==> config.mk <==
export PLATFORM = sky130hd
export DESIGN_NAME = seq_sub128
export DESIGN_NICKNAME = d
export VERILOG_FILES = /design/src/rtl/seq_sub128_pkg.sv /design/src/rtl/seq_sub128_cra32bits.sv /design/src/rtl/seq_sub128.sv
export SDC_FILE = /design/constraint.sdc
export NUM_CORES = 1
export LEC_CHECK = 0
export CAP_MARGIN = 20
export CORE_ASPECT_RATIO = 1.1
export CORE_MARGIN = 2
export CORE_UTILIZATION = 52
export CTS_CLUSTER_SIZE = 28
export DETAILED_ROUTE_END_ITERATION = 6
export PLACE_DENSITY = 0.82
export SKIP_LAST_GASP = 1
export SLEW_MARGIN = 20
export SYNTH_ARGS = -nofsm -noshare
export SYNTH_HDL_FRONTEND = slang
export SYNTH_SLANG_ARGS = --single-unit
export TNS_END_PERCENT = 50
==> constraint.sdc <==
create_clock -name clk -period 33.8 [get_ports clk]
set_clock_uncertainty 0.2 [all_clocks]
set_input_delay 6.76 -clock clk [delete_from_list [all_inputs] [get_ports clk]]
set_output_delay 6.76 -clock clk [all_outputs]
set_load 0.01 [all_outputs]
==> src/rtl/seq_sub128_pkg.sv <==
// Shared definitions for the sequential slice subtractor:
// FSM state encoding and default operand/slice widths.
package seq_sub_pkg;

    localparam int N_DEF = 128;
    localparam int W_DEF = 32;

    typedef enum logic [1:0] {
        S_IDLE = 2'd0,
        S_RUN  = 2'd1,
        S_DONE = 2'd2
    } state_t;

endpackage

==> src/rtl/seq_sub128_cra32bits.sv <==
// 32-bit carry-ripple adder used as the per-cycle slice datapath.
// s = a + b + cin, cout is the carry out of bit 31.
module cra32bits (
    input  logic [31:0] a_i,
    input  logic [31:0] b_i,
    input  logic        cin_i,
    output logic [31:0] s_o,
    output logic        cout_o
);

    // Bit-serial ripple of the carry through 32 full adders
    always_comb begin
        logic c;
        c = cin_i;
        s_o = '0;
        for (int i = 0; i < 32; i++) begin
            s_o[i] = a_i[i] ^ b_i[i] ^ c;
            c = (a_i[i] & b_i[i]) | (c & (a_i[i] ^ b_i[i]));
        end
        cout_o = c;
    end

endmodule

==> src/rtl/seq_sub128.sv <==
// Multi-cycle N-bit subtractor: d = a - b - bin, one W-bit slice
// per cycle LSB first, borrow carried between slices as ~carry.
module seq_sub128
    import seq_sub_pkg::*;
#(
    parameter int N = N_DEF,
    parameter int W = W_DEF
) (
    input  logic         clk,
    input  logic         rst,
    input  logic         start,
    input  logic [N-1:0] a,
    input  logic [N-1:0] b,
    input  logic         bin,
    output logic         busy,
    output logic         done,
    output logic [N-1:0] d,
    output logic         bout
);

    localparam int S  = N / W;
    localparam int CW = (S > 1) ? $clog2(S) : 1;
    localparam logic [CW-1:0] LAST = CW'(S - 1);

    state_t          state_q;
    logic [N-1:0]    a_q;
    logic [N-1:0]    b_q;
    logic [N-1:0]    d_q;
    logic            c_q;
    logic            bout_q;
    logic            busy_q;
    logic            done_q;
    logic [CW-1:0]   cnt_q;

    logic [W-1:0]    sl_a;
    logic [W-1:0]    sl_b;
    logic [W-1:0]    sl_s;
    logic            sl_c;

    // Select the current slice of the captured operands
    always_comb begin
        sl_a = a_q[cnt_q*W +: W];
        sl_b = b_q[cnt_q*W +: W];
    end

    // Subtraction as a + ~b + carry; carry = ~borrow
    cra32bits u_cra (
        .a_i    (sl_a),
        .b_i    (~sl_b),
        .cin_i  (c_q),
        .s_o    (sl_s),
        .cout_o (sl_c)
    );

    // Control FSM with registered busy/done and datapath state
    always_ff @(posedge clk) begin
        if (rst) begin
            state_q <= S_IDLE;
            a_q     <= '0;
            b_q     <= '0;
            d_q     <= '0;
            c_q     <= 1'b0;
            bout_q  <= 1'b0;
            busy_q  <= 1'b0;
            done_q  <= 1'b0;
            cnt_q   <= '0;
        end else begin
            unique case (state_q)
                S_IDLE: begin
                    if (start) begin
                        a_q     <= a;
                        b_q     <= b;
                        c_q     <= ~bin;
                        cnt_q   <= '0;
                        busy_q  <= 1'b1;
                        state_q <= S_RUN;
                    end
                end
                S_RUN: begin
                    d_q[cnt_q*W +: W] <= sl_s;
                    c_q <= sl_c;
                    if (cnt_q == LAST) begin
                        bout_q  <= ~sl_c;
                        done_q  <= 1'b1;
                        state_q <= S_DONE;
                    end else begin
                        cnt_q <= cnt_q + CW'(1);
                    end
                end
                S_DONE: begin
                    done_q  <= 1'b0;
                    busy_q  <= 1'b0;
                    state_q <= S_IDLE;
                end
                default: begin
                    done_q  <= 1'b0;
                    busy_q  <= 1'b0;
                    state_q <= S_IDLE;
                end
            endcase
        end
    end

    assign busy = busy_q;
    assign done = done_q;
    assign d    = d_q;
    assign bout = bout_q;

endmodule

## After elaboration in Yosys (flattened, before gate mapping)

Cells that the tools add are included.

- Logic and storage cells: 207
- Bits in registers: 392

- Reduce and logical (&&, ||, !) cells: 9
- Multiplexer cells: 13
- Shift-type cells: 4
- Add/sub/neg operators: 2
- Bitwise operators: 165
- Eq/ne operators: 5

Operator list:

| operator | count |
|---|---|
| $shiftx 128x8->32 | 2 |
| $bwmux 128 | 1 |
| $shift 32x34->128 const A | 1 |
| $shiftx 32x34->128 | 1 |
| $and 1x1->1 | 64 |
| $xor 1x1->1 | 64 |
| $neg 7->34 | 1 |
| $not 32->32 | 1 |
| $or 1x1->1 | 32 |
| $reduce_and 2->1 | 6 |
| $mux 2 | 4 |
| $pmux 2 s2 | 2 |
| $ne 2x2->1 const B | 3 |
| $pmux 1 s2 | 3 |
| $not 1->1 | 4 |
| $mux 1 | 3 |
| $reduce_and 3->1 | 1 |
| $add 2x1->2 const B | 1 |
| $eq 2x1->1 const B | 1 |
| $eq 2x2->1 const B | 1 |
| $logic_not 2->1 | 1 |
| $reduce_bool 2->1 | 1 |

## Logic depth before layout (Yosys ltp)

- Depth after elaboration: 68
- Depth in mapped cells: 42

## By module

A second synthesis with hierarchy kept.

- Cells, all modules: 1746
- Area total of the unflattened synthesis: 15930.3 sq um

By module, submodules not included:

| module | sequential area each (sq um) | times used | cells an instance | area an instance (sq um) |
|---|---|---|---|---|
| seq_sub128 | 7847.5 | 1 | 1704 | 15252.1 |
| cra32bits | 0.0 | 1 | 42 | 678.2 |

## Worst setup path after synthesis

OpenSTA, ideal clock, no wires.

- Path type: flip-flop to flip-flop
- Start: register cnt_q[0]
- End: register d_q[127], in the netlist d[127]
- Required time: 33.483 ns
- Setup time: 0.117 ns
- Period minus slack after synthesis: 13.818 ns
- Cell stages (with the launch flop): 42
- Path slack: 19.982 ns
- Arrival time: 13.501 ns
- Path through: dfxtp_1 -> buf_2 -> buf_4 -> buf_4 -> mux4_2 -> fa_1 -> fa_1 -> fa_1 -> fa_1 -> fa_1 -> fa_1 -> fa_1 -> fa_1 -> fa_1 -> fa_1 -> fa_1 -> fa_1 -> fa_1 -> [... 6 more ...] -> inv_1 -> fa_1 -> fa_1 -> inv_1 -> fa_1 -> fa_1 -> fa_1 -> fa_1 -> fa_1 -> fa_1 -> fa_1 -> fa_1 -> inv_1 -> fa_1 -> inv_1 -> fa_1 -> fa_1 -> a32o_1

- Word-level cells in the longest chain between the ends: 68

RTL lines:

| what | RTL line | source |
|---|---|---|
| from (decl) | seq_sub128.sv:33 | `logic [CW-1:0] cnt_q;` |
| from (signal assigned) | seq_sub128.sv:87 | `cnt_q <= cnt_q + CW'(1);` |
| $shiftx 128x8->32 | seq_sub128.sv:43 | `sl_b = b_q[cnt_q*W +: W];` |
| $not 32->32 | seq_sub128.sv:49 | `.b_i (~sl_b),` |
| $xor 1x1->1 | seq_sub128_cra32bits.sv:17, seq_sub128_cra32bits.sv:18 |  |
| $and 1x1->1 | seq_sub128_cra32bits.sv:18 | `c = (a_i[i] & b_i[i]) \| (c & (a_i[i] ^ b_i[i]));` |
| $or 1x1->1 | seq_sub128_cra32bits.sv:18 |  |
| $and 1x1->1 | seq_sub128_cra32bits.sv:18 |  |
| $or 1x1->1 | seq_sub128_cra32bits.sv:18 |  |
| $and 1x1->1 | seq_sub128_cra32bits.sv:18 |  |
| [... 52 more ...] | -- |  |
| $or 1x1->1 | seq_sub128_cra32bits.sv:18 |  |
| $and 1x1->1 | seq_sub128_cra32bits.sv:18 |  |
| $or 1x1->1 | seq_sub128_cra32bits.sv:18 |  |
| $and 1x1->1 | seq_sub128_cra32bits.sv:18 |  |
| $or 1x1->1 | seq_sub128_cra32bits.sv:18 |  |
| $xor 1x1->1 | seq_sub128_cra32bits.sv:17 | `s_o[i] = a_i[i] ^ b_i[i] ^ c;` |
| $shiftx 32x34->128 | seq_sub128.sv:80 | `d_q[cnt_q*W +: W] <= sl_s;` |
| $bwmux 128 (*) | seq_sub128.sv:80 |  |
| to (signal, indexed assignment) | seq_sub128.sv:80 |  |
| to (decl) | seq_sub128.sv:28 | `logic [N-1:0] d_q;` |

Every way passes the cells marked *; elsewhere a longest branch is shown, timed or not.
A chain may end at the register's enable or synchronous reset.

## Worst setup path after layout

- Start: register cnt_q[0]
- End: register d_q[95], in the netlist d[95]

The elaborated chain is that of the path after synthesis.

==> impl_metrics.py <==
metrics = {
    "run_status": {
        "status": "completed",
    },
    "sta": {
        "fin_tns_setup_ps": 0,
        "maxSlewHeadroom": 0.285,
        "worst_pin_slew_ps": 1070,
        "slew_viol_final": 0,
        "finalCriticalPeriod_ps": 14710,
        "finalHoldViolations": 0,
        "timing.final.crit_share": 0.435,
        "holdWs_ps": 251,
        "setup_viol": 0,
        "fmax_mhz": 68.0,
        "rsz0062_at_grt": "no",
        "timing.final.ws_setup_ps": 19090,
    },
    "synthesis": {
        "avgSynthCellArea_um2": 9.14,
        "synth_nets": 2039,
        "ys_seq_area_frac": 0.493,
        "ys_async_sr_fraction": 0,
        "synth_cell_type_count": 33,
        "ys_ff_latch": 392,
        "synth_edf_count": 0,
        "synth_ff_type": "dfxtp_1",
        "yosys_warnings": 0,
        "synth_area_mm2": 0.0159,
        "postSynthCellCount": 1741,
    },
    "floorplanning": {
        "dieWidth_um": 171,
        "io_pins": 391,
        "initial_core_util": 0.526,
        "rows": 67,
        "dieHeight_um": 187,
        "die-area_mm2": 0.0320,
        "coreArea_mm2": 0.0303,
    },
    "global_route": {
        "grt_max_degree": 162,
        "grt_pass1_wl_mm": 71.6,
        "grt_pass1_vias": 13600,
        "grt_usage": 0.285,
        "antenna_found_initial": 10,
        "overflow": 0,
    },
    "finish": {
        "nets": 2336,
        "drive_above_1_share": 0.0751,
        "layout.cells.most_common": "nand2_1",
        "utilization": 0.700,
        "final_cell_mix": "572 x nand2_1, 390 x dfxtp_1, 389 x clkdlybuf4s50_1, 261 x a21oi_1, 68 x nand3_1",
        "syn_to_final_growth_pct": 33.1,
    },
    "placement": {
        "finalWeightedCongestion": 0.875,
        "dpl.hpwl_mm": 32.6,
        "port_buffers": 390,
        "dpl_worst_slack_ps": 19300,
    },
    "cts": {
        "cts_buffer_depth": 3,
        "clkLatencyLatePin_ps": 530,
        "cts_setup_buffers": 0,
        "cts_resized": 0,
        "cts_buffers": 39,
        "htreeDepth": 2,
        "clock_sinks": 392,
        "clk_pin_slew_ps": 60,
        "tritoncts": "done",
        "cts_hold_buf": 0,
        "cts.root.buffer_cell": "clkbuf_16",
    },
    "critical_path": {
        "crit_top_cell": "fa_1",
        "critPathSlowestCell": "dfxtp_4",
        "crit_type": "reg2reg",
        "max_stage_delay_ps": 830,
        "worstPathMaxFanout": 39,
        "cp.required_ps": 34050,
        "cp-start-kind": "flop",
        "critPathCaptureType": "flop",
        "crit_arrival_ps": 14960,
    },
    "route": {
        "drc": 0,
        "drt_wl_total_mm": 46.7,
        "drtPass1Iterations": 5,
        "ant_nets": 0,
        "wl_per_cell_um": 18.8,
        "num_vias": 13900,
        "drt-initial-drc-count": 1386,
        "viasPerCell": 5.58,
    },
    "pwr": {
        "leakagePower_nw": 7.53,
        "pwr_density_cell_mw_per_mm2": 54.6,
        "max-vdd-ir-drop_mv": 0.0354,
    },
    "worst_hold_path": {
        "hp-class": "reg2reg",
    },
    "flow_run": {
        "max-cap-violations": 0,
    },
}
==> cells by family (layout without fill, tap and decap cells) <==
logic type,count (synthesis),count (layout),synth area share
flops,392,392,0.493
buf+inv,192,516,0.0558
mux,64,64,0.0906
simple gates,661,661,0.170
compound gates,394,394,0.146
other cells,0,8,0
fa+ha+maj,38,38,0.0450
==> cell type report <==
| class | instances | area, um2 |
|---|---|---|
| Multi-Input combinational cell | 1157 | 7190 |
| Timing Repair Buffer | 405 | 4040 |
| Tap cell | 414 | 518 |
| Sequential cell | 392 | 7860 |
| Clock buffer | 48 | 1060 |
| Fill cell | 2288 | 9080 |
| Clock inverter | 20 | 330 |
| Inverter | 43 | 164 |
| Antenna cell | 8 | 20.0 |
==> sequential cells by signal, indices dropped and copies added (netlist names) <==
name,cells
cnt_q,2
b_q,128
c_q,1
state_q,2
busy,1
a_q,128
bout,1
done,1
d,128
==> critical path: cells and delay by family (launching register included) <==
| family | cells | cell delay [ps] |
|---|---|---|
| flip-flops | 1 | 830 |
| multiplexers | 1 | 610 |
| buffers and inverters | 4 | 270 |
| AND/OR/NAND/NOR | 1 | 60 |
| AO/OA/AOI/OAI | 1 | 170 |
| adder cells (fa/ha/maj) | 32 | 12450 |
==> path summary, 6_finish.rpt <==
check | startpoint | end | slack [ps] | depth (start not counted)
min | b_q[17] | b_q[17] | 250 | 2
max | cnt_q[0] | d[95] | 19090 | 39
min reg2reg | b_q[17] | b_q[17] | 250 | 2
max reg2reg | cnt_q[0] | d[95] | 19090 | 39
==> cell usage after synthesis, drive strengths merged, types with 2 or more instances <==
| cell type | n | area (um2) |
|---|---|---|
| nor3 | 4 | 20.0 |
| nand2 | 572 | 2150 |
| clkbuf | 66 | 248 |
| dfxtp | 392 | 7850 |
| a32o | 64 | 641 |
| fa | 32 | 641 |
| o21ai | 58 | 290 |
| buf | 83 | 479 |
| nor2 | 2 | 7.51 |
| o31ai | 6 | 45.0 |
| and3 | 2 | 12.5 |
| nand2b | 2 | 12.5 |
| a31oi | 2 | 12.5 |
| a21oi | 261 | 1310 |
| nand3b | 4 | 55.1 |
| nand3 | 68 | 340 |
| ha | 6 | 75.1 |
| inv | 43 | 161 |
| mux4 | 64 | 1440 |
| nor4b | 2 | 38.8 |
==> per-layer routing <==
metal	vias to the layer above	routed length, um	global-route usage	share of wire
met4	4	2280	0.146	0.049
li1	6530	-	-	-
met3	128	3850	0.0603	0.082
met1	6562	18600	0.359	0.40
met5	-	24	0	0.00051
met2	652	21900	0.462	0.47
==> per-stage QoR <==
stage | power, mW | cells | instance area [um2]
after floorplan | 0.614 | 1741 | 15900
after CTS | 1.16 | 2479 | 21200
after detailed placement | 0.694 | 2411 | 19800
final | 1.16 | 2487 | 21200
after global routing | 1.20 | 2486 | 21200
after global placement | 0.687 | 2410 | 19700
==> report_power, final <==
part | switching [mW] | internal, mW
Combinational | 0.101 | 0.0864
Sequential | 0.0158 | 0.486
Clock | 0.182 | 0.285
Note: power is estimated with default switching activity, not from simulation.
